[config.mk]
export PLATFORM = sky130hd
export DESIGN_NAME = inst_fetch_flat
export DESIGN_NICKNAME = d
export VERILOG_FILES = /design/src/rtl/inst_fetch_if.sv /design/src/rtl/inst_fetch.sv /design/src/flat_wrapper.sv
export SDC_FILE = /design/constraint.sdc
export NUM_CORES = 1
export LEC_CHECK = 0
export CELL_PAD_IN_SITES_DETAIL_PLACEMENT = 1
export CELL_PAD_IN_SITES_GLOBAL_PLACEMENT = 1
export CORE_MARGIN = 1.5
export CORE_UTILIZATION = 37
export DETAILED_ROUTE_END_ITERATION = 6
export MAX_ROUTING_LAYER = met4
export PLACE_DENSITY_LB_ADDON = 0.1
export SLEW_MARGIN = 40
export SYNTH_ARGS = -nofsm -noshare
export SYNTH_HDL_FRONTEND = slang
export SYNTH_SLANG_ARGS = --single-unit
[constraint.sdc]
create_clock -name clk -period 2.5 [get_ports clk]
set_input_delay 0.375 -clock clk [delete_from_list [all_inputs] [get_ports clk]]
set_output_delay 0.375 -clock clk [all_outputs]
set_load 0.02 [all_outputs]
[src/rtl/inst_fetch_if.sv]
// Instruction memory read port: fetch stage is master, memory is slave.
// req/addr rise together and are held stable until the cycle ack is high;
// ack may arrive in the same cycle as req, and rdata is taken only on req && ack.
interface inst_fetch_if;
    logic        imem_req;
    logic [31:0] imem_addr;
    logic        imem_ack;
    logic [31:0] imem_rdata;

    modport master (
        output imem_req,
        output imem_addr,
        input  imem_ack,
        input  imem_rdata
    );

    modport slave (
        input  imem_req,
        input  imem_addr,
        output imem_ack,
        output imem_rdata
    );
endinterface

[src/rtl/inst_fetch.sv]
// Instruction fetch stage: owns the PC, reads instruction memory over a
// variable-latency req/ack port and hands {inst, inst_pc} to decode through
// an output slot plus one skid slot. A redirect flushes both slots; a read
// still in flight when the redirect arrives is drained in FLUSH and dropped.
module inst_fetch #(
    parameter logic [31:0] RESET_PC = 32'h0000_3000
) (
    input  logic               clk,
    input  logic               rst,
    inst_fetch_if.master       imem,
    input  logic               redirect_valid,
    input  logic [31:0]        redirect_pc,
    output logic               inst_valid,
    output logic [31:0]        inst,
    output logic [31:0]        inst_pc,
    input  logic               inst_ready,
    output logic [1:0]         state_dbg,
    output logic               skid_valid_dbg,
    output logic [31:0]        skid_pc_dbg
);
    typedef enum logic [1:0] {
        FETCH = 2'd0,
        FULL  = 2'd1,
        FLUSH = 2'd2
    } state_t;

    localparam logic [31:0] NOP = 32'h0000_0013;

    state_t      state, n_state;
    logic [31:0] pc, n_pc;
    logic [31:0] req_addr, n_req_addr;
    logic        n_inst_valid;
    logic [31:0] n_inst, n_inst_pc;
    logic        skid_valid, n_skid_valid;
    logic [31:0] skid_inst, n_skid_inst;
    logic [31:0] skid_pc, n_skid_pc;

    logic        req;
    logic        ack;
    logic [31:0] target_pc;
    logic        unused_redirect_bits;

    // Request is held through reset low so memory sees the read abandoned.
    assign req            = !rst && (state != FULL);
    assign ack            = req && imem.imem_ack;
    assign imem.imem_req  = req;
    assign imem.imem_addr = req_addr;
    assign target_pc      = {redirect_pc[31:2], 2'b00};
    assign unused_redirect_bits = ^redirect_pc[1:0];

    assign state_dbg      = state;
    assign skid_valid_dbg = skid_valid;
    assign skid_pc_dbg    = skid_pc;

    // Next-state and next-register values; redirect overrides ack and ready.
    always_comb begin
        n_state      = state;
        n_pc         = pc;
        n_req_addr   = req_addr;
        n_inst_valid = inst_valid;
        n_inst       = inst;
        n_inst_pc    = inst_pc;
        n_skid_valid = skid_valid;
        n_skid_inst  = skid_inst;
        n_skid_pc    = skid_pc;

        if (redirect_valid) begin
            n_inst_valid = 1'b0;
            n_skid_valid = 1'b0;
            n_pc         = target_pc;
            if ((state != FULL) && !ack) begin
                // Pending read must complete at its original address.
                n_state = FLUSH;
            end else begin
                n_state    = FETCH;
                n_req_addr = target_pc;
            end
        end else begin
            // Decode taking the output slot pulls the skid slot forward.
            if (inst_valid && inst_ready) begin
                n_inst_valid = skid_valid;
                n_inst       = skid_inst;
                n_inst_pc    = skid_pc;
                n_skid_valid = 1'b0;
            end
            case (state)
                FETCH: begin
                    if (ack) begin
                        if (!inst_valid || inst_ready) begin
                            n_inst_valid = 1'b1;
                            n_inst       = imem.imem_rdata;
                            n_inst_pc    = req_addr;
                        end else begin
                            n_skid_valid = 1'b1;
                            n_skid_inst  = imem.imem_rdata;
                            n_skid_pc    = req_addr;
                            n_state      = FULL;
                        end
                        n_pc       = req_addr + 32'd4;
                        n_req_addr = req_addr + 32'd4;
                    end
                end
                FULL: begin
                    if (inst_ready) begin
                        n_state = FETCH;
                    end
                end
                FLUSH: begin
                    if (ack) begin
                        n_req_addr = pc;
                        n_state    = FETCH;
                    end
                end
                default: begin
                    n_state = FETCH;
                end
            endcase
        end
    end

    // State and datapath registers with synchronous reset.
    always_ff @(posedge clk) begin
        if (rst) begin
            state      <= FETCH;
            pc         <= RESET_PC;
            req_addr   <= RESET_PC;
            inst_valid <= 1'b0;
            inst       <= NOP;
            inst_pc    <= 32'h0;
            skid_valid <= 1'b0;
            skid_inst  <= NOP;
            skid_pc    <= 32'h0;
        end else begin
            state      <= n_state;
            pc         <= n_pc;
            req_addr   <= n_req_addr;
            inst_valid <= n_inst_valid;
            inst       <= n_inst;
            inst_pc    <= n_inst_pc;
            skid_valid <= n_skid_valid;
            skid_inst  <= n_skid_inst;
            skid_pc    <= n_skid_pc;
        end
    end
endmodule

[src/flat_wrapper.sv]
// flat-port wrapper written by rule: the top's interface ports become plain ports
module inst_fetch_flat 
#(
    parameter logic [31:0] RESET_PC = 32'h0000_3000
)
  (clk, rst, redirect_valid, redirect_pc, inst_valid, inst, inst_pc, inst_ready, state_dbg, skid_valid_dbg, skid_pc_dbg, imem_imem_req, imem_imem_addr, imem_imem_ack, imem_imem_rdata);
  inst_fetch_if imem_i ();
  input  logic clk;
  input  logic rst;
  input  logic redirect_valid;
  input  logic [31:0] redirect_pc;
  output logic inst_valid;
  output logic [31:0] inst;
  output logic [31:0] inst_pc;
  input  logic inst_ready;
  output logic [1:0] state_dbg;
  output logic skid_valid_dbg;
  output logic [31:0] skid_pc_dbg;
  output wire logic [$bits(imem_i.imem_req)-1:0] imem_imem_req;
  output wire logic [$bits(imem_i.imem_addr)-1:0] imem_imem_addr;
  input wire logic [$bits(imem_i.imem_ack)-1:0] imem_imem_ack;
  input wire logic [$bits(imem_i.imem_rdata)-1:0] imem_imem_rdata;
  assign imem_imem_req = imem_i.imem_req;
  assign imem_imem_addr = imem_i.imem_addr;
  assign imem_i.imem_ack = imem_imem_ack;
  assign imem_i.imem_rdata = imem_imem_rdata;
  inst_fetch #(.RESET_PC(RESET_PC)) u_core (.clk(clk), .rst(rst), .imem(imem_i), .redirect_valid(redirect_valid), .redirect_pc(redirect_pc), .inst_valid(inst_valid), .inst(inst), .inst_pc(inst_pc), .inst_ready(inst_ready), .state_dbg(state_dbg), .skid_valid_dbg(skid_valid_dbg), .skid_pc_dbg(skid_pc_dbg));
endmodule
==> impl_metrics.ini, run 1 <==
[final_layout]
fillCellCount = 2881
final_util = 0.509
syn2layout_area_growth_pct = 35.6
register_area_um2 = 3920
fin_nets = 1365
stdcell_count = 1632
insertedDiodeCount = 0
multi_input_area_um2 = 4690
layout-drive-gt1-share = 0.134

[timing]
skew_ps = 12.2
max_slew.worst_pin.slew_ps = 650
max_freq_ghz = 0.434
fin_ws_ps = 196
setup_viol = 0
holdWs_ps = 287
post-route-min-period_ps = 2300
hold_violations = 0
relSlewSlack = 0.566
rsz0062_at_grt = no
slew_violations = 0
fin_crit_sh = 0.921

[placement]
gp_congestion = 0.830
dp_hpwl_mm = 21.8
pre_cts_slack_ps = -23.5
io_buffer_count = 199
dp_cells = 1600

[global_routing]
grt_max_degree = 110
grt-ovfl-total = 0
grt_pass1_vias = 9228
antenna_found_initial = 0
grt.total_usage = 0.266
grt_first_pass_wirelength_mm = 52.4

[run_status]
status = complete, no violations

[critical_path]
cp.buffers_inverters = 1
cp-end-kind = output port
path_class = flop to output port
rr_worst_depth = 6
start_kind = flop
timing.critical_path.to = imem_imem_req
cp_top_family = flip-flops
startpoint = u_core.state_dbg[0]
arrival_ps = 1930
crit_fanout = 11
worst-path-stages = 3
worstReg2RegEnd = u_core.imem.imem_addr[12]
crit_chain = nor2b_1 > nor2_1 > clkdlybuf4s50_1
required_ps = 2120
reg2reg_slack_ps = 290
crit_slowest_cell = dfxtp_1
crit-reg2reg-launch = u_core.state_dbg[1]
max_stage_delay_ps = 580

[cts]
clock_sinks = 196
cts_buffer_depth = 2
cts_tree = yes
cts_root_buf = clkbuf_16
cts_max_level = 4
clk_pin_slew_ps = 70
postCtsSetupRepairBufs = 0
cts_resized = 0
ctsHoldBuffers = 0
cts_buffers = 17
clock_latency_ps = 440

[floorplanning]
io_pins = 202
die_x_um = 160
fp.dieArea_um2 = 25600
fp.dieH_um = 160
core_region_area_um2 = 24200
rows = 57
initial_core_util = 0.376

[detailed_routing]
vias = 9229
dr_wl_met3_mm = 1.56
drc = 0
post_drt_wl_per_cell_um = 20.3
wl_met1_mm = 15.2
drt_iter0_drc = 710
top_layer = met4
drt_pass1_iterations = 7
met2_length_mm = 15.7
ant_nets = 0
vias_per_cell = 5.66
finalWirelength_mm = 33.1

[logic_synthesis]
synth_nets = 1182
synthFlopType = dfxtp_1
synthesis.area_um2 = 9110
synth_seq_cells = 196
synth.distinct_cells = 65
synthArstFlopShare = 0
ys_warn_count = 0
seq_area_frac_synth = 0.431
syn_area_per_cell_um2 = 8.20
syn-instance-count = 1112
synth_edf_count = 0

[power]
finalPower_mw = 7.30
power.leakage_nw = 4.41
max-vdd-ir-drop_uv = 359
power_density_nw_per_um2 = 591

[worst_hold_path]
hold_path_class = primary input to flop

[run]
drv_cap = 0
## placed cells by master (no fill, tap or decap), drive strengths merged, types with 3 or more instances in the layout
cell           Yosys  layout
clkdlybuf4s50      0     197
dfxtp            196     196
nand2            156     156
nor2             146     146
a21oi             92      92
nor3              79      79
buf               36      77
o221a             63      63
o21ai             27      27
a22oi             27      27
nand3             23      23
clkbuf            74      18
inv                8      14
xnor2             13      13
nand4             13      13
a222oi            12      12
a311o             11      11
a221oi            11      11
nand2b            11      11
and3              10      10
nor2b             10      10
nor4              10      10
o22ai              9       9
o211ai             7       7
xor2               6       6
and4               6       6
a22o               5       5
clkinv             0       5
a32oi              4       4
or4                4       4
a21o               4       4
mux2i              3       3
o21bai             3       3
or2                3       3
a221o              3       3
## synth_stat cells (3+ instances only)
master | number | area, um^2
a21o_1 | 4 | 30.0
a21oi_1 | 89 | 445
a221o_1 | 3 | 30.0
a221oi_1 | 11 | 96.3
a222oi_1 | 12 | 120
a22o_1 | 5 | 43.8
a22oi_1 | 27 | 203
a311o_1 | 11 | 110
a32oi_1 | 4 | 35.0
and3_1 | 10 | 62.6
and4_1 | 6 | 52.6
buf_1 | 4 | 15.0
buf_2 | 25 | 125
buf_6 | 7 | 78.8
clkbuf_1 | 74 | 278
dfxtp_1 | 196 | 3920
inv_1 | 8 | 30.0
mux2i_1 | 3 | 30.0
nand2_1 | 156 | 586
nand2b_1 | 11 | 68.8
nand3_1 | 23 | 115
nand4_1 | 12 | 75.1
nor2_1 | 144 | 541
nor2b_1 | 10 | 62.6
nor3_1 | 79 | 395
nor4_1 | 9 | 56.3
o211ai_1 | 7 | 52.6
o21ai_0 | 27 | 135
o21bai_1 | 3 | 22.5
o221a_1 | 19 | 214
o221a_2 | 44 | 495
o22ai_1 | 9 | 56.3
or2_2 | 3 | 18.8
or4_1 | 4 | 30.0
xnor2_1 | 13 | 114
xor2_1 | 6 | 52.6
## cell type report
cell class	instances	area share
multi-input combinational	798	0.380
sequential	196	0.318
timing repair buffer	274	0.219
clock buffer	18	0.0355
tap	324	0.0328
clock inverter	14	0.0135
inverter	8	0.00243
## logic make-up after synthesis
logic type      Yosys count  synth area share
mux                       3           0.00330
xor+xnor                 19            0.0183
simple gates            479             0.238
buf+inv                 118            0.0578
compound gates          296             0.250
flops                   196             0.431
fa+ha+maj                 1           0.00137
## where the power goes
group | leakage, nW | internal (mW) | switching (mW) | total (mW)
Combinational | 2.52 | 0.516 | 0.606 | 1.12
Clock | 0.291 | 1.46 | 1.39 | 2.85
Sequential | 1.60 | 3.24 | 0.0962 | 3.34
## stage by stage
stage,TNS (ps),cell area (um^2)
finish,0,12400
global route,0,12400
CTS,0,12400
detailed placement,-31.9,11700
global placement,0,11700
floorplan,0,9110
## per-layer routing
metal	GRT usage	vias up
met4	0.0782	0
li1	-	4409
met3	0.0319	41
met1	0.356	4504
met2	0.423	275
met5	-	-
## flip-flops by register name, summed over array words and instances (netlist names), 2 cells and up
register	count
u_core.imem.imem_addr	32
u_core.inst	32
u_core.inst_pc	32
u_core.pc	32
u_core.skid_inst	32
u_core.skid_pc_dbg	32
u_core.state_dbg	2
## how the worst min path moves through the flow
| stage | from | to | slack (ps) | cells after the start |
|---|---|---|---|---|
| after floorplan | u_core.skid_inst[10] | u_core.skid_inst[10] | 440 | 2 |
| after global placement | u_core.skid_inst[26] | u_core.skid_inst[26] | 440 | 2 |
| after detailed placement | u_core.skid_inst[17] | u_core.skid_inst[17] | 450 | 2 |
| after CTS | redirect_valid | u_core.skid_valid_dbg | 250 | 2 |
| after global routing | redirect_valid | u_core.skid_valid_dbg | 300 | 2 |
| final | redirect_valid | u_core.skid_valid_dbg | 290 | 2 |
Power figures use the tool's default switching activity.
==> inputs of run 2 (changes only) <==
--- a/config.mk
+++ b/config.mk
@@ -7,7 +7,7 @@
 export LEC_CHECK = 0
 export CELL_PAD_IN_SITES_DETAIL_PLACEMENT = 1
 export CELL_PAD_IN_SITES_GLOBAL_PLACEMENT = 1
-export CORE_MARGIN = 1.5
+export CORE_MARGIN = 2
 export CORE_UTILIZATION = 37
 export DETAILED_ROUTE_END_ITERATION = 6
 export MAX_ROUTING_LAYER = met4
==> impl_metrics.ini, run 2 (synthesis results as in run 1) <==
[run_status]
status = complete, no violations

[power]
max-vdd-ir-drop_uv = 387
pwr-share-seq = 0.460
power_density_nw_per_um2 = 590
p_clk_frac = 0.387
switchingPower_mw = 2.14
power.leakage_nw = 4.38
power.internal_mw = 5.10
pwr-share-comb = 0.153
sw_frac_of_total = 0.296

[global_routing]
grt_max_degree = 69
grt_pass1_vias = 9311
grt.met3_usage = 0.0328
grt_first_pass_wirelength_mm = 52.4
grt.total_usage = 0.262
antenna_found_initial = 0
met1_usage = 0.342
grt-ovfl-total = 0
grtUsageMet2 = 0.434
top_usage_layer = met2

[cts]
cts_buffers = 17
clock_latency_ps = 450
cts_resized = 0
cts_buffer_depth = 2
cts_max_level = 4
clk_pin_slew_ps = 80
clock_sinks = 196
cts_tree = yes
cts_root_buf = clkbuf_16
postCtsSetupRepairBufs = 0
ctsHoldBuffers = 0

[final_layout]
fin_area_um2 = 12300
syn2layout_area_growth_pct = 34.7
layout-drive-gt1-share = 0.128
final_util = 0.506
insertedDiodeCount = 0
final_cell_mix = 197 x clkdlybuf4s50_1, 196 x dfxtp_1, 154 x nand2_1
layout_commonest_cell = clkdlybuf4s50_1
fin_nets = 1358

[floorplanning]
io_pins = 202
rows = 57
fp.dieH_um = 161
core_region_area_um2 = 24200
die_x_um = 161
fp.dieArea_um2 = 25900
initial_core_util = 0.376

[timing]
relSlewSlack = 0.448
setup_viol = 0
max_slew.worst_pin.slew_ps = 827
fin_crit_sh = 0.913
post-route-min-period_ps = 2280
hold_violations = 0
slew_violations = 0
max_freq_ghz = 0.438
skew_ps = 16.4
rsz0062_at_grt = no

[placement]
placedInstanceArea_um2 = 11700
dp_hpwl_mm = 21.8
gp_congestion = 0.820
io_buffer_count = 199

[critical_path]
arrival_ps = 1910
crit_chain = nor2b_1 > nor2_1 > clkdlybuf4s50_1
start_kind = flop
reg2reg_slack_ps = 260
cp_top_family = buffers and inverters
max_stage_delay_ps = 620
crit_fanout = 10
crit_slowest_cell = clkdlybuf4s50_1
path_class = flop to output port
required_ps = 2120
cp.buffers_inverters = 1
cp-end-kind = output port

[worst_hold_path]
hold_path_class = primary input to flop

[detailed_routing]
finalWirelength_mm = 33.0
drt_pass1_iterations = 6
post_drt_wl_per_cell_um = 20.3
vias = 9205
drc = 0
ant_nets = 0
vias_per_cell = 5.66
drt_iter0_drc = 609

[run]
drv_cap = 0
## run 2: cell types whose count changed in the layout (fill, tap and decap cells not counted), sizes merged
cell | before | now
buf | 77 | 70
bufinv | 1 | 0
clkbuf | 18 | 17
clkinv | 5 | 9
clkinvlp | 2 | 0
## run 2: cell type report
| type | count | area, um^2 |
|---|---|---|
| Sequential cell | 196 | 3920 |
| Timing Repair Buffer | 267 | 2620 |
| Multi-Input combinational cell | 798 | 4690 |
| Clock inverter | 15 | 185 |
| Inverter | 8 | 30.0 |
| Tap cell | 324 | 405 |
| Clock buffer | 17 | 425 |
| Fill cell | 2898 | 12000 |
## run 2: worst register-to-register path: cells and delay by family (launching register included)
family,cells,cell delay (ps)
AO/OA/AOI/OAI,1,180
AND/OR/NAND/NOR,4,1330
flip-flops,1,400
adder cells (fa/ha/maj),1,280
## run 2: metal layers
layer / wire (um) / vias up
met5: 0 / -
li1: - / 4390
met3: 1290 / 25
met2: 15900 / 235
met4: 490 / 0
met1: 15400 / 4555
## run 2: power by group through the flow
stage | clock [mW] | sequential (mW) | combinational (mW)
2_1_floorplan | 0 | 3.49 | 0.476
3_3_place_gp | 0 | 3.40 | 1.09
3_5_place_dp | 0 | 3.40 | 1.10
4_1_cts | 2.88 | 3.33 | 1.11
5_1_grt | 2.99 | 3.35 | 1.19
6_report | 2.81 | 3.33 | 1.11
## run 2: metrics by stage
stage	setup TNS [ps]	total power [mW]	hold WS, ps	worst slack, ps	cells
after global routing	0	7.53	283	63.4	1625
after CTS	0	7.33	250	187	1625
after detailed placement	-3330	4.51	450	-85.3	1593
final	0	7.25	260	218	1625
after global placement	-1660	4.49	443	-51.5	1593
after floorplan	0	3.97	437	472	1112
## run 2: path summary, 6_finish.rpt
| kind | start | endpoint | cells past startpoint |
|---|---|---|---|
| max | u_core.state_dbg[1] | imem_imem_req | 3 |
| min | rst | u_core.pc[7] | 2 |
| max reg2reg | u_core.imem.imem_addr[3] | u_core.imem.imem_addr[16] | 6 |
| min reg2reg | u_core.skid_inst[8] | u_core.skid_inst[8] | 2 |
==> inputs of run 3 (changes only) <==
--- a/config.mk
+++ b/config.mk
@@ -5,13 +5,14 @@
 export SDC_FILE = /design/constraint.sdc
 export NUM_CORES = 1
 export LEC_CHECK = 0
+export ABC_CLOCK_PERIOD_IN_PS = 2500
 export CELL_PAD_IN_SITES_DETAIL_PLACEMENT = 1
 export CELL_PAD_IN_SITES_GLOBAL_PLACEMENT = 1
 export CORE_MARGIN = 2
 export CORE_UTILIZATION = 37
 export DETAILED_ROUTE_END_ITERATION = 6
 export MAX_ROUTING_LAYER = met4
-export PLACE_DENSITY_LB_ADDON = 0.1
+export PLACE_DENSITY = 0.79
 export SLEW_MARGIN = 40
 export SYNTH_ARGS = -nofsm -noshare
 export SYNTH_HDL_FRONTEND = slang
==> impl_metrics.ini, run 3 (synthesis results as in run 1) <==
[timing]
post-route-min-period_ps = 2280
rsz0062_at_grt = no
fin_crit_sh = 0.910
hold_violations = 0
slew_violations = 0
skew_ps = 14.8
max_freq_ghz = 0.439
max_slew.worst_pin.slew_ps = 896
setup_viol = 0
relSlewSlack = 0.402

[global_routing]
grt.met3_usage = 0.0387
grtUsageMet2 = 0.425
antenna_found_initial = 0
met1_usage = 0.353
grt.total_usage = 0.264
grt_first_pass_wirelength_mm = 53.2
grt-ovfl-total = 0
top_usage_layer = met2
grt_max_degree = 70
grt_pass1_vias = 9516

[detailed_routing]
vias = 9374
drt_pass1_iterations = 7
drt_iter0_drc = 674
ant_nets = 0
post_drt_wl_per_cell_um = 20.7
drc = 0
finalWirelength_mm = 33.4
vias_per_cell = 5.80

[floorplanning]
fp.dieH_um = 161
fp.dieArea_um2 = 25900
core_region_area_um2 = 24200
io_pins = 202
die_x_um = 161
initial_core_util = 0.376
rows = 57

[cts]
ctsHoldBuffers = 0
cts_buffer_depth = 2
postCtsSetupRepairBufs = 0
clock_sinks = 196
cts_tree = yes
cts_resized = 0
clk_pin_slew_ps = 70
cts_buffers = 17
cts_root_buf = clkbuf_16
cts_max_level = 4
clock_latency_ps = 440

[placement]
gp_congestion = 0.841
placedInstanceArea_um2 = 11700
dp_hpwl_mm = 22.4
io_buffer_count = 199

[critical_path]
arrival_ps = 1900
path_class = flop to output port
required_ps = 2120
start_kind = flop
crit_fanout = 11
cp-end-kind = output port

[power]
switchingPower_mw = 2.10
power_density_nw_per_um2 = 587
p_clk_frac = 0.380
power.leakage_nw = 4.34
pwr-share-seq = 0.465
max-vdd-ir-drop_uv = 356
power.internal_mw = 5.08
pwr-share-comb = 0.155
sw_frac_of_total = 0.292

[run_status]
status = complete, no violations

[final_layout]
fillCellCount = 2841
final_cell_mix = 197 x clkdlybuf4s50_1, 196 x dfxtp_1, 154 x nand2_1
final_util = 0.505
layout_commonest_cell = clkdlybuf4s50_1
fin_area_um2 = 12200
insertedDiodeCount = 0
layout-drive-gt1-share = 0.123
syn2layout_area_growth_pct = 34.3
fin_nets = 1351

[run]
drv_cap = 0

[worst_hold_path]
hold_path_class = primary input to flop
run 3: power groups by stage:
stage	combinational (mW)	clock [mW]	sequential (mW)
6_report	1.11	2.73	3.34
5_1_grt	1.19	2.93	3.35
4_1_cts	1.11	2.79	3.34
3_5_place_dp	1.11	0	3.41
3_3_place_gp	1.09	0	3.40
2_1_floorplan	0.476	0	3.49
run 3: worst paths after layout:
kind                     endpoint                      from  cells after the start  slack [ps]
max                 imem_imem_req       u_core.state_dbg[0]                      3         220
min           u_core.state_dbg[1]                       rst                      2         190
max reg2reg         u_core.pc[16]  u_core.imem.imem_addr[3]                      6         230
min reg2reg  u_core.skid_inst[22]      u_core.skid_inst[22]                      2         460
run 3: through the flow:
stage	TNS (ps)	power, mW	std cells	worst slack, ps	hold slack, ps
6_report	0	7.18	1617	225	188
5_1_grt	0	7.47	1617	22.4	182
4_1_cts	0	7.24	1617	229	164
3_5_place_dp	-1200	4.52	1586	-75.9	451
3_3_place_gp	-47.5	4.49	1586	-22.6	443
2_1_floorplan	0	3.97	1112	472	437
run 3: cell type report:
| class | count | area [um^2] | share of cell area |
|---|---|---|---|
| multi-input cells | 798 | 4690 | 0.383 |
| clock buffers | 17 | 425 | 0.0348 |
| repair buffers | 260 | 2610 | 0.213 |
| flip-flops and latches | 196 | 3920 | 0.321 |
| inverters | 8 | 30.0 | 0.00245 |
| well taps | 324 | 405 | 0.0331 |
| clock inverters | 14 | 159 | 0.0130 |
run 3: layer usage:
| layer | vias up | wire length [um] |
|---|---|---|
| met1 | 4641 | 15300 |
| met5 | - | 0 |
| met4 | 0 | 371 |
| met2 | 323 | 15900 |
| li1 | 4381 | - |
| met3 | 29 | 1860 |
run 3: worst max-delay path: stages (launching register included):
cell and delay, ps:
dfxtp_1 550, nor2b_1 290, nor2_1 80, clkdlybuf4s50_1 550
